--- config.mk ---
export PLATFORM = sky130hd
export DESIGN_NAME = traffic_light_ctrl_flat
export DESIGN_NICKNAME = d
export VERILOG_FILES = /design/src/rtl/traffic_light_ctrl_if.sv /design/src/rtl/traffic_light_ctrl.sv /design/src/flat_wrapper.sv
export SDC_FILE = /design/constraint.sdc
export NUM_CORES = 1
export LEC_CHECK = 0
export ABC_AREA = 0
export BUFFER_PORTS_ARGS = -buffer_cell sky130_fd_sc_hd__buf_2
export CAP_MARGIN = 15
export CORE_MARGIN = 2
export CORE_UTILIZATION = 40
export CTS_CLUSTER_SIZE = 12
export DETAILED_ROUTE_END_ITERATION = 6
export HOLD_SLACK_MARGIN = 0.06
export PLACE_DENSITY_LB_ADDON = 0.08
export SYNTH_ARGS = -nofsm -noshare
export SYNTH_HDL_FRONTEND = slang
export SYNTH_SLANG_ARGS = --single-unit
--- constraint.sdc ---
create_clock -name clk -period 4.7 [get_ports clk]
set_input_delay 0.47 -clock clk [delete_from_list [all_inputs] [get_ports clk]]
set_output_delay 0.47 -clock clk [all_outputs]
set_load 0.05 [all_outputs]
--- src/rtl/traffic_light_ctrl_if.sv ---
// Lamp-controller bus: tick/ped request in, lamp heads, countdown and phase pulse out.
interface traffic_light_ctrl_if;
    logic       tick;
    logic       ped_req;
    logic [2:0] ns_light;
    logic [2:0] ew_light;
    logic [7:0] remaining;
    logic       phase_start;

    modport master (
        output tick, ped_req,
        input  ns_light, ew_light, remaining, phase_start
    );

    modport slave (
        input  tick, ped_req,
        output ns_light, ew_light, remaining, phase_start
    );
endinterface

--- src/rtl/traffic_light_ctrl.sv ---
// Tick-driven two-way intersection sequencer with per-phase countdown.
// Optional pedestrian green shortening is enabled by defining PED_REQ_EN.
module traffic_light_ctrl #(
    parameter int unsigned GREEN_TICKS     = 20,
    parameter int unsigned YELLOW_TICKS    = 3,
    parameter int unsigned ALLRED_TICKS    = 2,
    parameter int unsigned PED_GREEN_TICKS = 5
) (
    input  logic                 clk,
    input  logic                 reset,
    traffic_light_ctrl_if.slave  bus
);

    localparam int unsigned TW = 8;
    localparam logic [TW-1:0] G_LOAD  = TW'(GREEN_TICKS - 1);
    localparam logic [TW-1:0] Y_LOAD  = TW'(YELLOW_TICKS - 1);
    localparam logic [TW-1:0] AR_LOAD = TW'(ALLRED_TICKS - 1);

    localparam logic [2:0] LAMP_RED    = 3'b100;
    localparam logic [2:0] LAMP_YELLOW = 3'b010;
    localparam logic [2:0] LAMP_GREEN  = 3'b001;

    typedef enum logic [2:0] {
        S_NSG, S_NSY, S_AR1, S_EWG, S_EWY, S_AR2
    } state_e;

    state_e        state_q, state_d;
    logic [TW-1:0] timer_q, timer_d;
    logic [2:0]    ns_q, ns_d;
    logic [2:0]    ew_q, ew_d;
    logic          ps_q, ps_d;

    // State register; reset parks in the second all-red so the first tick-run opens NS green.
    always_ff @(posedge clk) begin
        if (!reset) begin
            state_q <= S_AR2;
            timer_q <= AR_LOAD;
            ns_q    <= LAMP_RED;
            ew_q    <= LAMP_RED;
            ps_q    <= 1'b0;
        end else begin
            state_q <= state_d;
            timer_q <= timer_d;
            ns_q    <= ns_d;
            ew_q    <= ew_d;
            ps_q    <= ps_d;
        end
    end

`ifdef PED_REQ_EN
    localparam logic [TW-1:0] PED_LOAD = TW'(PED_GREEN_TICKS - 1);

    logic ped_q, ped_d;
    logic in_green, in_yellow_q, in_yellow_d;

    assign in_green    = (state_q == S_NSG) || (state_q == S_EWG);
    assign in_yellow_q = (state_q == S_NSY) || (state_q == S_EWY);
    assign in_yellow_d = (state_d == S_NSY) || (state_d == S_EWY);

    always_ff @(posedge clk) begin
        if (!reset) ped_q <= 1'b0;
        else        ped_q <= ped_d;
    end

    // A new request always wins over the yellow-entry clear so it is never lost.
    always_comb begin
        ped_d = ped_q;
        if (in_yellow_d && !in_yellow_q) ped_d = 1'b0;
        if (bus.ped_req)                 ped_d = 1'b1;
    end
`else
    logic ped_unused_c;
    assign ped_unused_c = bus.ped_req | (PED_GREEN_TICKS == 0);
`endif

    // Next-state and timer.
    always_comb begin
        state_d = state_q;
        timer_d = timer_q;
        if (bus.tick) begin
            if (timer_q == '0) begin
                unique case (state_q)
                    S_NSG:   state_d = S_NSY;
                    S_NSY:   state_d = S_AR1;
                    S_AR1:   state_d = S_EWG;
                    S_EWG:   state_d = S_EWY;
                    S_EWY:   state_d = S_AR2;
                    default: state_d = S_NSG;
                endcase
                unique case (state_d)
                    S_NSG, S_EWG: timer_d = G_LOAD;
                    S_NSY, S_EWY: timer_d = Y_LOAD;
                    default:      timer_d = AR_LOAD;
                endcase
            end else begin
                timer_d = timer_q - TW'(1);
            end
        end
`ifdef PED_REQ_EN
        if (ped_q && in_green && (timer_q > PED_LOAD)) timer_d = PED_LOAD;
`endif
    end

    // Lamp decode and phase pulse, taken from the next state so they register with it.
    always_comb begin
        ns_d = LAMP_RED;
        ew_d = LAMP_RED;
        ps_d = (state_d != state_q);
        unique case (state_d)
            S_NSG:   ns_d = LAMP_GREEN;
            S_NSY:   ns_d = LAMP_YELLOW;
            S_EWG:   ew_d = LAMP_GREEN;
            S_EWY:   ew_d = LAMP_YELLOW;
            default: begin
                ns_d = LAMP_RED;
                ew_d = LAMP_RED;
            end
        endcase
    end

    assign bus.ns_light    = ns_q;
    assign bus.ew_light    = ew_q;
    assign bus.remaining   = timer_q;
    assign bus.phase_start = ps_q;

endmodule

--- src/flat_wrapper.sv ---
// flat-port wrapper written by rule: the top's interface ports become plain ports
module traffic_light_ctrl_flat 
#(
    parameter int unsigned GREEN_TICKS     = 20,
    parameter int unsigned YELLOW_TICKS    = 3,
    parameter int unsigned ALLRED_TICKS    = 2,
    parameter int unsigned PED_GREEN_TICKS = 5
)
  (clk, reset, bus_tick, bus_ped_req, bus_ns_light, bus_ew_light, bus_remaining, bus_phase_start);
  traffic_light_ctrl_if bus_i ();
  input  logic clk;
  input  logic reset;
  input wire logic [$bits(bus_i.tick)-1:0] bus_tick;
  input wire logic [$bits(bus_i.ped_req)-1:0] bus_ped_req;
  output wire logic [$bits(bus_i.ns_light)-1:0] bus_ns_light;
  output wire logic [$bits(bus_i.ew_light)-1:0] bus_ew_light;
  output wire logic [$bits(bus_i.remaining)-1:0] bus_remaining;
  output wire logic [$bits(bus_i.phase_start)-1:0] bus_phase_start;
  assign bus_i.tick = bus_tick;
  assign bus_i.ped_req = bus_ped_req;
  assign bus_ns_light = bus_i.ns_light;
  assign bus_ew_light = bus_i.ew_light;
  assign bus_remaining = bus_i.remaining;
  assign bus_phase_start = bus_i.phase_start;
  traffic_light_ctrl #(.GREEN_TICKS(GREEN_TICKS), .YELLOW_TICKS(YELLOW_TICKS), .ALLRED_TICKS(ALLRED_TICKS), .PED_GREEN_TICKS(PED_GREEN_TICKS)) u_core (.clk(clk), .reset(reset), .bus(bus_i));
endmodule
==> results.md, run 1 <==
Setup path:
- The signal on the critical path passes through inv_1, ha_1, nor4bb_1, a41o_1, o21ai_0.
- The master of the slowest instance on the critical path is sky130_fd_sc_hd__nor4bb_1.
- STA puts the critical path data arrival time at 2.21 ns.
- In this run the critical register-to-register path is launched from u_core.bus.remaining[0].
- For the worst flop-to-flop path, the logic depth is 5.
- The category of the critical setup timing path is flip-flop to flip-flop.
- The combined buffer and inverter count along the critical path is 1.
- The worst setup path is launched from a flip-flop.
- The endpoint class of the critical path is a flip-flop.
- The top fanout value on the critical path is 7.
- In this run the critical register-to-register path is captured at u_core.bus.ns_light[2].
- The data required time at the worst endpoint is approximately 4.9 ns.
- The family with the most delay on the worst path is simple AND/OR/NAND/NOR gates.
- For this run, the slowest stage of the critical path takes 0.85 ns.
- The worst register-to-register path has a setup slack of 2.66 ns.

Logic synthesis:
- The netlist area before placement is around 900 um^2.
- The cell count after synthesis is 103.
- Yosys mapped a number of flops with a built-in enable equal to 0.
- The count of distinct cell types in the synthesized netlist is 39.
- The synthesized area divided by synthesized cell count is 8.87 um^2.
- The share of flip-flops with an asynchronous set or reset is 0.
- The sequential area share after synthesis is 0.395.
- When the netlist entered floorplanning its net count stood at between 100 and 150.
- For this run, the number of Yosys warnings is 0.
- The flip-flop and latch count after synthesis is 18.
- The most used flip-flop cell after synthesis is sky130_fd_sc_hd__dfxtp_1.

Global routing:
- The global-route wire length before repair is 3280 um.
- The number of antenna violations at the first check in global routing is 0.
- The number of global-route vias before repair came to 723.
- The total overflow left after global routing is 0.
- For this run, the total global-route usage over all layers was measured as 0.168.
- Entering global routing, the biggest net connects 16 pins.

CTS:
- The H-tree depth is 1.
- The number of gates resized after CTS was 0.
- The number of buffers between clock root and the deepest sink is 2.
- Clock tree synthesis found a total of 18 sinks.
- The count of buffers added by post-CTS timing repair for setup is 0.
- After clock tree synthesis, the clock-pin slew on the worst setup and hold paths is 0.10 ns.
- The TritonCTS buffer count is 3.
- Clock latency on the worst-skew pair, taken at its later pin, is 0.30 ns.
- The hold buffer count at CTS is 0.
- The cell at the root of the clock tree is sky130_fd_sc_hd__clkbuf_4.
- TritonCTS built the clock tree.

Finish:
- The total of fill cells in the finished design is ~240.
- The layout overhead on the synthesized area is 15.1%.
- The count of placed standard cells in the final layout, fillers left out is 145.
- Of the cells placed in the final design, the portion with a size suffix greater than 1 is 0.222.
- Leaving out fill and tap cells, the most frequent cells in the layout are 18 x sky130_fd_sc_hd__dfxtp_1, 17 x sky130_fd_sc_hd__buf_2, 8 x sky130_fd_sc_hd__a21oi_1, 6 x sky130_fd_sc_hd__nand2_1, 6 x sky130_fd_sc_hd__o21ai_0.
- The number of antenna diodes is 0.
- The most common library cell in the layout ignoring fill and taps is sky130_fd_sc_hd__dfxtp_1.
- Once layout is complete, the utilization of the core stands at 0.480.
- The final design area excluding fillers is ~0.0011 mm^2.
- The net total in the final layout is ~120.

Power:
- VDD sags by at most 0.251 mV.
- The cell leakage power is 0.417 nW.
- The total power is roughly 0.44 mW.
- The ratio of total power to cell area is slightly above 400 mW/mm^2.

Timing:
- Clock skew on the completed layout was measured at roughly 0.012 ns.
- The worst path setup slack after routing is 2.66 ns.
- The actual transition at the worst max-transition pin is approximately 0.97 ns.
- The time the worst path needs with I/O delays and setup is just over 2 ns.
- In this run the tightest slew margin relative to its limit is 0.344.
- The max-slew violation count was 0.
- The count of endpoints failing hold in the final timing report came to 0.
- The share of the clock period used by the worst path is 0.434.
- Hold timing on the final database bottoms out at a slack of 0.456 ns.
- Setup repair after global routing left no endpoint under its margin.
- Timing would allow up to 0.490 GHz.
- Setup violations remaining at the end of the flow were counted as 0.
- After routing, the total negative slack on setup checks comes to 0 ns.

Run status:
- The run finished with clean final reports.

Placement:
- The cell count after placement is 140.
- Detailed placement ended at an HPWL of 1360 um.
- In this run the cell area measured after placement is approximately 0.0010 mm^2.
- The count of port buffers added during placement is 17.
- Routability-driven placement finished with a final weighted congestion of 0.737.
- Timing analysis after detailed placement gives a worst setup slack of 2.70 ns.

Floorplan:
- The initial utilization of the core area, before any placement, comes to 0.417.
- After floorplanning, the core was sized to cover approximately 0.0022 mm^2.
- The full die area is 0.00268 mm^2.
- The floorplan has 17 rows.
- The y dimension of the die is 51.8 um.
- The number of top-level design ports is 19.
- The horizontal extent of the die is 51.8 um.

Hold path:
- The path type of the worst min-delay path is input pin to flip-flop.
- The worst hold path terminates at u_core.state_q[0].
- The worst hold path was traced through 2 stages.
- The startpoint identified for the worst hold timing path is reset.

Routing:
- Dividing the detail-routed wire length by the instance count gives 13.4 um.
- In the routed design, unresolved DRC markers number 0.
- The ratio of routed vias to standard cells is 5.65.
- The routed wire length is slightly below 2000 um.
- The total via count in the routed design is 819.
- The post-route antenna net violation count is 0.
- The pre-antenna-repair detailed-routing pass consisted of 4 iterations.
- The detailed router finished its first iteration with 16 violations.

Job:
- The number of violations of the max-capacitance limit is 0.
cell usage after synthesis, types with 2 or more instances:
library cell                count  area share
sky130_fd_sc_hd__xor2_1         2       0.019
sky130_fd_sc_hd__a21oi_1        8       0.044
sky130_fd_sc_hd__clkbuf_1       6       0.025
sky130_fd_sc_hd__or4bb_1        2       0.025
sky130_fd_sc_hd__nor2b_1        2       0.014
sky130_fd_sc_hd__nor3b_1        2       0.016
sky130_fd_sc_hd__o2111ai_1      4       0.038
sky130_fd_sc_hd__nand2_1        6       0.025
sky130_fd_sc_hd__ha_1           2       0.027
sky130_fd_sc_hd__nand3_1        4       0.022
sky130_fd_sc_hd__o21ai_0        6       0.033
sky130_fd_sc_hd__or4_1          4       0.033
sky130_fd_sc_hd__o211ai_1       2       0.016
sky130_fd_sc_hd__buf_2          2       0.011
sky130_fd_sc_hd__dfxtp_1       18        0.39
sky130_fd_sc_hd__nor2_1         3       0.012
sky130_fd_sc_hd__nand4_1        3       0.021
sky130_fd_sc_hd__a211o_1        3       0.029
sky130_fd_sc_hd__inv_1          4       0.016
worst reg2reg max path, cell delays in order, from the launching register on:
cell	delay (ns)
sky130_fd_sc_hd__dfxtp_1	0.33
sky130_fd_sc_hd__inv_1	0.12
sky130_fd_sc_hd__ha_1	0.22
sky130_fd_sc_hd__nor4bb_1	0.85
sky130_fd_sc_hd__a41o_1	0.30
sky130_fd_sc_hd__o21ai_0	0.09
registers in the layout, indices dropped and copies added, names as in the netlist:
register                flops
u_core.bus.remaining        8
u_core.bus.ew_light         3
u_core.bus.ns_light         3
u_core.state_q              3
u_core.bus.phase_start      1
cell families (layout without fill, tap and decap cells):
logic type	after synthesis	in the layout	share of synthesized area
DFF	18	18	0.395
adders and majority gates	2	2	0.0274
and+or+nand+nor	36	36	0.251
AOI/OAI and AO/OA	31	31	0.234
muxes	1	1	0.0123
xor gates and xnor gates	3	3	0.0288
buffers and inverters	12	26	0.0520
worst max path at each step:
| stage | from | endpoint | slack (ns) | cells past startpoint |
|---|---|---|---|---|
| finish | u_core.bus.remaining[0] | u_core.bus.ns_light[2] | 2.66 | 5 |
| detailed placement | bus_tick | u_core.bus.ns_light[2] | 2.70 | 4 |
| global route | u_core.bus.remaining[1] | u_core.bus.ns_light[2] | 2.58 | 5 |
| floorplan | u_core.bus.remaining[3] | u_core.bus.remaining[6] | 2.83 | 4 |
| global placement | bus_tick | u_core.bus.ns_light[2] | 2.67 | 4 |
| CTS | u_core.bus.remaining[0] | u_core.bus.ns_light[2] | 2.71 | 5 |
layer usage:
| metal | track usage | part of all wire |
|---|---|---|
| met1 | 0.225 | 0.52 |
| met2 | 0.252 | 0.43 |
| met3 | 0.0517 | 0.044 |
| met4 | 0.0658 | 0.015 |
| met5 | 0 | 0 |
power breakdown:
part	internal [mW]	switching (mW)
registers	0.168	0.0202
logic	0.0483	0.106
clock network	0.0473	0.0478
total	0.263	0.174
cell type report:
type | instances | area [um^2] | area share
Clock buffer | 4 | 36.3 | 0.0345
Sequential cell | 18 | 360 | 0.343
Tap cell | 28 | 35.0 | 0.0333
Multi-Input combinational cell | 73 | 512 | 0.487
Timing Repair Buffer | 18 | 92.6 | 0.0881
Inverter | 4 | 15.0 | 0.0143
No activity file was read; power rests on OpenSTA's default activity.
==> inputs of run 2 (changes only) <==
- clock period: 4.7 -> 2 ns (I/O delays scaled with it)
==> run 2 against run 1 <==
Against the previous run:
- routed wire length grew 5.6%
- die area is the same
- register-to-register slack lost 2.5 ns
- critical path type unchanged
- highest routed layer unchanged
- global-route usage grew 0.081 points
- worst setup slack lost 2.5 ns
- via count grew 4.0%
- critical path depth is the same
==> results.md, run 2 (synthesis gave the netlist of run 1 again) <==
Floorplan:
- The y dimension of the die is 51.8 um (unchanged).
- The number of top-level design ports was 19 (unchanged).
- The full die area is 0.00268 mm^2 (unchanged).
- The horizontal extent of the die is 51.8 um (unchanged).
- The starting utilization of the core area is 0.417 (unchanged).
- The total number of placement rows is 17 (unchanged).
- The placeable core area is 0.00219 mm^2 (unchanged).

Routing:
- The detail-routed net length per standard cell is 13.8 um (was 13.4 um).
- The ratio of routed vias to standard cells is 5.72 (was 5.65).
- The number of iterations in the first detailed-routing pass is 4 (unchanged).
- The remaining routing DRC violations is 0 (unchanged).
- The routed wire length is 2060 um (was 1950 um).
- The post-route antenna net violation count is 0 (unchanged).
- The total via count in the routed design is 852 (was 819).
- The violation count after the first detailed-routing iteration is 14 (was 16).

Finish:
- The number of antenna diodes is 0 (unchanged).
- The flip-flop count of the largest register, all copies and words added is 8 (unchanged).
- The total of fill cells in the finished design came to 225 (was 235).
- The net total in the final layout is 128 (was 124).
- The ratio of cells with drive above 1 in the final layout is 0.248 (was 0.222).
- The utilization after layout is 0.493 (was 0.480).
- Commonest non-fill, non-tap cells in the layout: 18 x sky130_fd_sc_hd__dfxtp_1, 17 x sky130_fd_sc_hd__buf_2, 8 x sky130_fd_sc_hd__a21oi_1, 6 x sky130_fd_sc_hd__nand2_1, 6 x sky130_fd_sc_hd__o21ai_0 (unchanged).
- The layout overhead on the synthesized area was 18.4% (was 15.1%).
- The most common library cell in the layout ignoring fill and taps is sky130_fd_sc_hd__dfxtp_1 (unchanged).

Timing:
- The count of endpoints failing hold in the final timing report came to 0 (unchanged).
- The top achievable clock speed was 0.552 GHz (was 0.490 GHz).
- Setup repair after global routing missed its margin: no (unchanged).
- The max-slew violation count was 0 (unchanged).
- The setup violation total in the final timing report is 0 (unchanged).
- The worst clock skew is 0.00168 ns (was 0.0120 ns).
- The time the worst path needs with I/O delays and setup was 1.81 ns (was 2.04 ns).
- The share of the clock period used by the worst path is 0.906 (was 0.434).
- The setup total negative slack is 0 ns (unchanged).
- The worst relative slew slack is 0.711 (was 0.344).
- The actual transition at the worst max-transition pin came to 0.428 ns (was 0.970 ns).

Setup path:
- The master of the slowest instance on the critical path is sky130_fd_sc_hd__or4bb_1 (was sky130_fd_sc_hd__nor4bb_1).
- The worst endpoint data arrival time is 1.98 ns (was 2.21 ns).
- The category of the critical setup timing path is flip-flop to flip-flop (unchanged).
- The startpoint type of the worst setup path was a flip-flop (unchanged).
- The origin of the critical flop-to-flop path is u_core.bus.remaining[0] (unchanged).
- The top fanout value on the critical path came to 5 (was 7).
- The origin of the worst setup path is u_core.bus.remaining[0] (unchanged).
- The endpoint class of the critical path was a flip-flop (unchanged).
- The largest stage delay on the critical path was 0.55 ns (was 0.85 ns).
- CP cell instances: inv_1, ha_1, or4bb_1, o21ai_0, nor2_1 (was inv_1, ha_1, nor4bb_1, a41o_1, o21ai_0).
- The data required time at the worst endpoint is 2.17 ns (was 4.87 ns).

Global routing:
- The largest net degree at the start of global routing was 16 (unchanged).
- The number of global-route vias before repair is 724 (was 723).
- The global-route wire length before repair is 3320 um (was 3280 um).
- The number of antenna violations at the first check in global routing was 0 (unchanged).
- The residual overflow from global routing is 0 (unchanged).
- The total global-route track usage came to 0.169 (was 0.168).

CTS:
- The TritonCTS buffer count came to 3 (unchanged).
- The clock-pin transition on the worst setup and hold timing paths is 0.10 ns (about the same).
- The count of buffers added by post-CTS timing repair for setup is 0 (unchanged).
- The insertion delay of the later-clocked pin in the worst-skew pair is 0.29 ns (was 0.30 ns).
- The cell at the root of the clock tree is sky130_fd_sc_hd__clkbuf_4 (unchanged).
- The quantity of gates resized following cts is 0 (unchanged).
- The sink count of the clock tree is 18 (unchanged).
- The hold buffer count at CTS was 0 (unchanged).
- The H-tree depth was 1 (unchanged).
- The number of buffers between clock root and the deepest sink is 2 (unchanged).
- The TritonCTS clock tree is built (unchanged).

Placement:
- The last weighted congestion value of the routability-driven placer is 0.754 (was 0.737).
- The detailed-placement wirelength estimate is 1440 um (was 1360 um).
- The count of port buffers added during placement is 17 (unchanged).

Power:
- The cell leakage power came to 0.438 nW (was 0.417 nW).
- The largest voltage drop on the vdd net is 0.499 mV (was 0.251 mV).
- The ratio of total power to cell area is 967 mW/mm^2 (was 416 mW/mm^2).

Run status:
- Status: completed (unchanged).

Hold path:
- The origin of the worst min-delay path was reset (unchanged).
- The path type of the worst min-delay path was input pin to flip-flop (unchanged).

Job:
- The number of violations of the max-capacitance limit came to 0 (unchanged).
[run 2: cell count changes in the layout (fill, tap and decap cells not counted), sizes merged]
cell,previous run,this run
buf,17,22
clkbuf,5,4
[run 2: path summary, 6_finish.rpt]
check                            endpoint  slack (ns)  cells past startpoint
hold reg to reg   u_core.bus.remaining[5]        0.54                      2
hold / removal          u_core.state_q[0]        0.19                      2
setup / recovery  u_core.bus.remaining[3]        0.19                      5
setup reg to reg  u_core.bus.remaining[3]        0.19                      5
[run 2: power by group]
group	internal [mW]	switching (mW)	total, mW
clock	0.111	0.110	0.221
combinational	0.129	0.257	0.386
sequential	0.394	0.0452	0.439
total	0.634	0.412	1.05
[run 2: critical path: cells and delay by family, from the launching register on]
family / cells / cell delay (ns)
flip-flops: 1 / 0.33
buffers and inverters: 1 / 0.12
AND/OR/NAND/NOR: 2 / 0.64
adder cells (fa/ha/maj): 1 / 0.22
AO/OA/AOI/OAI: 1 / 0.39
[run 2: through the flow]
stage	setup slack [ns]	area [um^2]	total power, mW	hold slack [ns]	instances
after CTS	0.193	1080	1.06	0.178	149
after detailed placement	0.195	1040	0.831	0.485	145
after global placement	0.246	1040	0.827	0.478	145
final	0.188	1080	1.05	0.191	149
after floorplan	0.125	913	0.730	0.428	103
after global routing	0.0496	1080	1.11	0.187	149
[run 2: layer usage]
layer	routed length [um]	GRT usage	vias to the layer above
met5	0	0	-
met4	17	0.0789	0
met2	954	0.259	22
met3	79	0.0259	2
met1	1010	0.233	400
li1	-	-	428
[run 2: final cells by class]
cell class / count / area [um^2] / area share
clock buffers: 4 / 36.3 / 0.0336
well taps: 28 / 35.0 / 0.0324
repair buffers: 22 / 123 / 0.113
flip-flops and latches: 18 / 360 / 0.333
multi-input cells: 73 / 512 / 0.473
inverters: 4 / 15.0 / 0.0139
==> inputs of run 3 (changes only) <==
- CTS_CLUSTER_SIZE: 12 -> not set
- clock period: 2 -> 1.7 ns (I/O delays scaled with it)
==> run 3 against run 2 <==
Against the previous run:
- flip-flop and latch count is the same
- non-clock buffer count grew 8
- critical path depth increased by 1
- clock power is 21% higher
- clock-buffer cell count did not move
- largest power group is now combinational cells
==> results.md, run 3 (synthesis gave the netlist of run 1 again) <==
CTS:
- The cell at the root of the clock tree is sky130_fd_sc_hd__clkbuf_4 (unchanged).
- The clock-pin transition on the worst setup and hold timing paths is 0.11 ns (was 0.10 ns).
- The H-tree depth is 1 (unchanged).
- The quantity of gates resized following cts is 1 (was 0).
- The count of buffers added by post-CTS timing repair for setup is 0 (unchanged).
- The hold buffer count at CTS is 0 (unchanged).
- The insertion delay of the later-clocked pin in the worst-skew pair is 0.29 ns (about the same).
- The sink count of the clock tree came to 18 (unchanged).
- The number of buffers between clock root and the deepest sink is 2 (unchanged).
- The TritonCTS clock tree is built (unchanged).
- The TritonCTS buffer count is 3 (unchanged).

Global routing:
- The residual overflow from global routing is 0 (unchanged).
- The number of global-route vias before repair is 815 (was 724).
- The number of antenna violations at the first check in global routing is 0 (unchanged).
- The total global-route track usage is 0.180 (was 0.169).
- The global-route wire length before repair is 3640 um (was 3320 um).
- The largest net degree at the start of global routing is 16 (unchanged).

Timing:
- The final hold slack is 0.160 ns (was 0.191 ns).
- The time the worst path needs with I/O delays and setup was 1.61 ns (was 1.81 ns).
- The count of endpoints failing hold in the final timing report came to 0 (unchanged).
- The worst relative slew slack is 0.715 (was 0.711).
- The max-slew violation count was 0 (unchanged).
- The worst clock skew came to 0.00378 ns (was 0.00168 ns).
- The setup violation total in the final timing report was 0 (unchanged).
- Setup repair after global routing missed its margin: no (unchanged).
- The actual transition at the worst max-transition pin is 0.427 ns (was 0.428 ns).
- The top achievable clock speed is 0.621 GHz (was 0.552 GHz).
- The share of the clock period used by the worst path is 0.948 (was 0.906).

Routing:
- The ratio of routed vias to standard cells is 5.73 (was 5.72).
- The routed wire length was 2210 um (was 2060 um).
- The remaining routing DRC violations was 0 (unchanged).
- The violation count after the first detailed-routing iteration is 25 (was 14).
- The number of iterations in the first detailed-routing pass is 4 (unchanged).
- The detail-routed net length per standard cell is 14.1 um (was 13.8 um).
- The post-route antenna net violation count was 0 (unchanged).
- The total via count in the routed design is 899 (was 852).

Finish:
- The net total in the final layout is 136 (was 128).
- The layout overhead on the synthesized area is 27.4% (was 18.4%).
- Commonest non-fill, non-tap cells in the layout: 17 x sky130_fd_sc_hd__buf_2, 13 x sky130_fd_sc_hd__buf_4, 13 x sky130_fd_sc_hd__dfxtp_1, 8 x sky130_fd_sc_hd__a21oi_1, 6 x sky130_fd_sc_hd__nand2_1 (was 18 x sky130_fd_sc_hd__dfxtp_1, 17 x sky130_fd_sc_hd__buf_2, 8 x sky130_fd_sc_hd__a21oi_1, 6 x sky130_fd_sc_hd__nand2_1, 6 x sky130_fd_sc_hd__o21ai_0).
- The ratio of cells with drive above 1 in the final layout is 0.372 (was 0.248).
- The total of fill cells in the finished design was 220 (was 225).
- The flip-flop count of the largest register, all copies and words added is 8 (unchanged).
- The number of antenna diodes is 0 (unchanged).
- The most common library cell in the layout ignoring fill and taps is sky130_fd_sc_hd__buf_2 (was sky130_fd_sc_hd__dfxtp_1).

Placement:
- The last weighted congestion value of the routability-driven placer is 0.739 (was 0.754).
- The count of port buffers added during placement is 17 (unchanged).
- The detailed-placement wirelength estimate was 1590 um (was 1440 um).

Setup path:
- The count of cells along the worst register-to-register path came to 6 (was 5).
- The top fanout value on the critical path is 5 (unchanged).
- The endpoint class of the critical path is a flip-flop (unchanged).
- The startpoint type of the worst setup path is a flip-flop (unchanged).
- The data required time at the worst endpoint is 1.89 ns (was 2.17 ns).
- The worst endpoint data arrival time is 1.80 ns (was 1.98 ns).
- The category of the critical setup timing path was flip-flop to flip-flop (unchanged).

Floorplan:
- The full die area is 0.00268 mm^2 (unchanged).
- The number of top-level design ports is 19 (unchanged).
- The y dimension of the die was 51.8 um (unchanged).
- The horizontal extent of the die was 51.8 um (unchanged).
- The placeable core area is 0.00219 mm^2 (unchanged).
- The starting utilization of the core area came to 0.417 (unchanged).
- The total number of placement rows is 17 (unchanged).

Hold path:
- The cell count of the worst hold path is 2 (unchanged).
- The path type of the worst min-delay path was input pin to flip-flop (unchanged).

Power:
- The total power is 1.32 mW (was 1.05 mW).
- The ratio of total power to cell area is 1130 mW/mm^2 (was 967 mW/mm^2).
- The cell leakage power came to 0.481 nW (was 0.438 nW).
- The largest voltage drop on the vdd net is 0.628 mV (was 0.499 mV).

Job:
- The number of violations of the max-capacitance limit came to 0 (unchanged).

Run status:
- Status: completed (unchanged).
run 3: per-layer routing:
metal / global-route usage / share of wire / up-vias / routed length, um
li1: - / - / 447 / -
met1: 0.246 / 0.49 / 425 / 1090
met2: 0.274 / 0.46 / 25 / 1020
met3: 0.0287 / 0.038 / 2 / 84
met4: 0.0921 / 0.0077 / 0 / 17
met5: 0 / 0 / - / 0
run 3: area by class of cell:
cell class	count	area, um^2	share of cell area
repair buffers	30	183	0.157
inverters	4	15.0	0.0129
clock buffers	4	36.3	0.0312
flip-flops and latches	18	367	0.315
well taps	28	35.0	0.0301
multi-input cells	73	528	0.454
run 3: worst max-delay path, cell delays in order, from the launching register on:
cell and delay, ns:
sky130_fd_sc_hd__dfxtp_2 0.34, sky130_fd_sc_hd__inv_1 0.10, sky130_fd_sc_hd__ha_2 0.21, sky130_fd_sc_hd__or4bb_4 0.55, sky130_fd_sc_hd__o21ai_1 0.14, sky130_fd_sc_hd__buf_4 0.13, sky130_fd_sc_hd__a21oi_1 0.03
run 3: path summary, 6_finish.rpt:
| kind | end | from | slack, ns |
|---|---|---|---|
| worst max-delay path | u_core.bus.remaining[5] | u_core.bus.remaining[1] | 0.09 |
| worst min-delay path | u_core.state_q[0] | reset | 0.16 |
| worst max register to register | u_core.bus.remaining[5] | u_core.bus.remaining[1] | 0.09 |
| worst min register to register | u_core.bus.remaining[6] | u_core.bus.remaining[6] | 0.59 |
run 3: through the flow:
stage	TNS (ns)	std cells	cell area (um^2)	worst slack, ns	utilization
4_1_cts	0	157	1150	0.0488	0.524
3_5_place_dp	0	153	1110	0.00106	0.507
5_1_grt	0	157	1160	0.000774	0.531
6_report	0	157	1160	0.0886	0.531
2_1_floorplan	-0.0519	103	920	-0.0519	-
3_3_place_gp	0	153	1110	0.0266	0.507
run 3: power breakdown:
part / internal, mW / switching, mW / leakage [nW]
logic: 0.206 / 0.334 / 0.312
clock network: 0.130 / 0.138 / 0.0210
registers: 0.467 / 0.0429 / 0.148
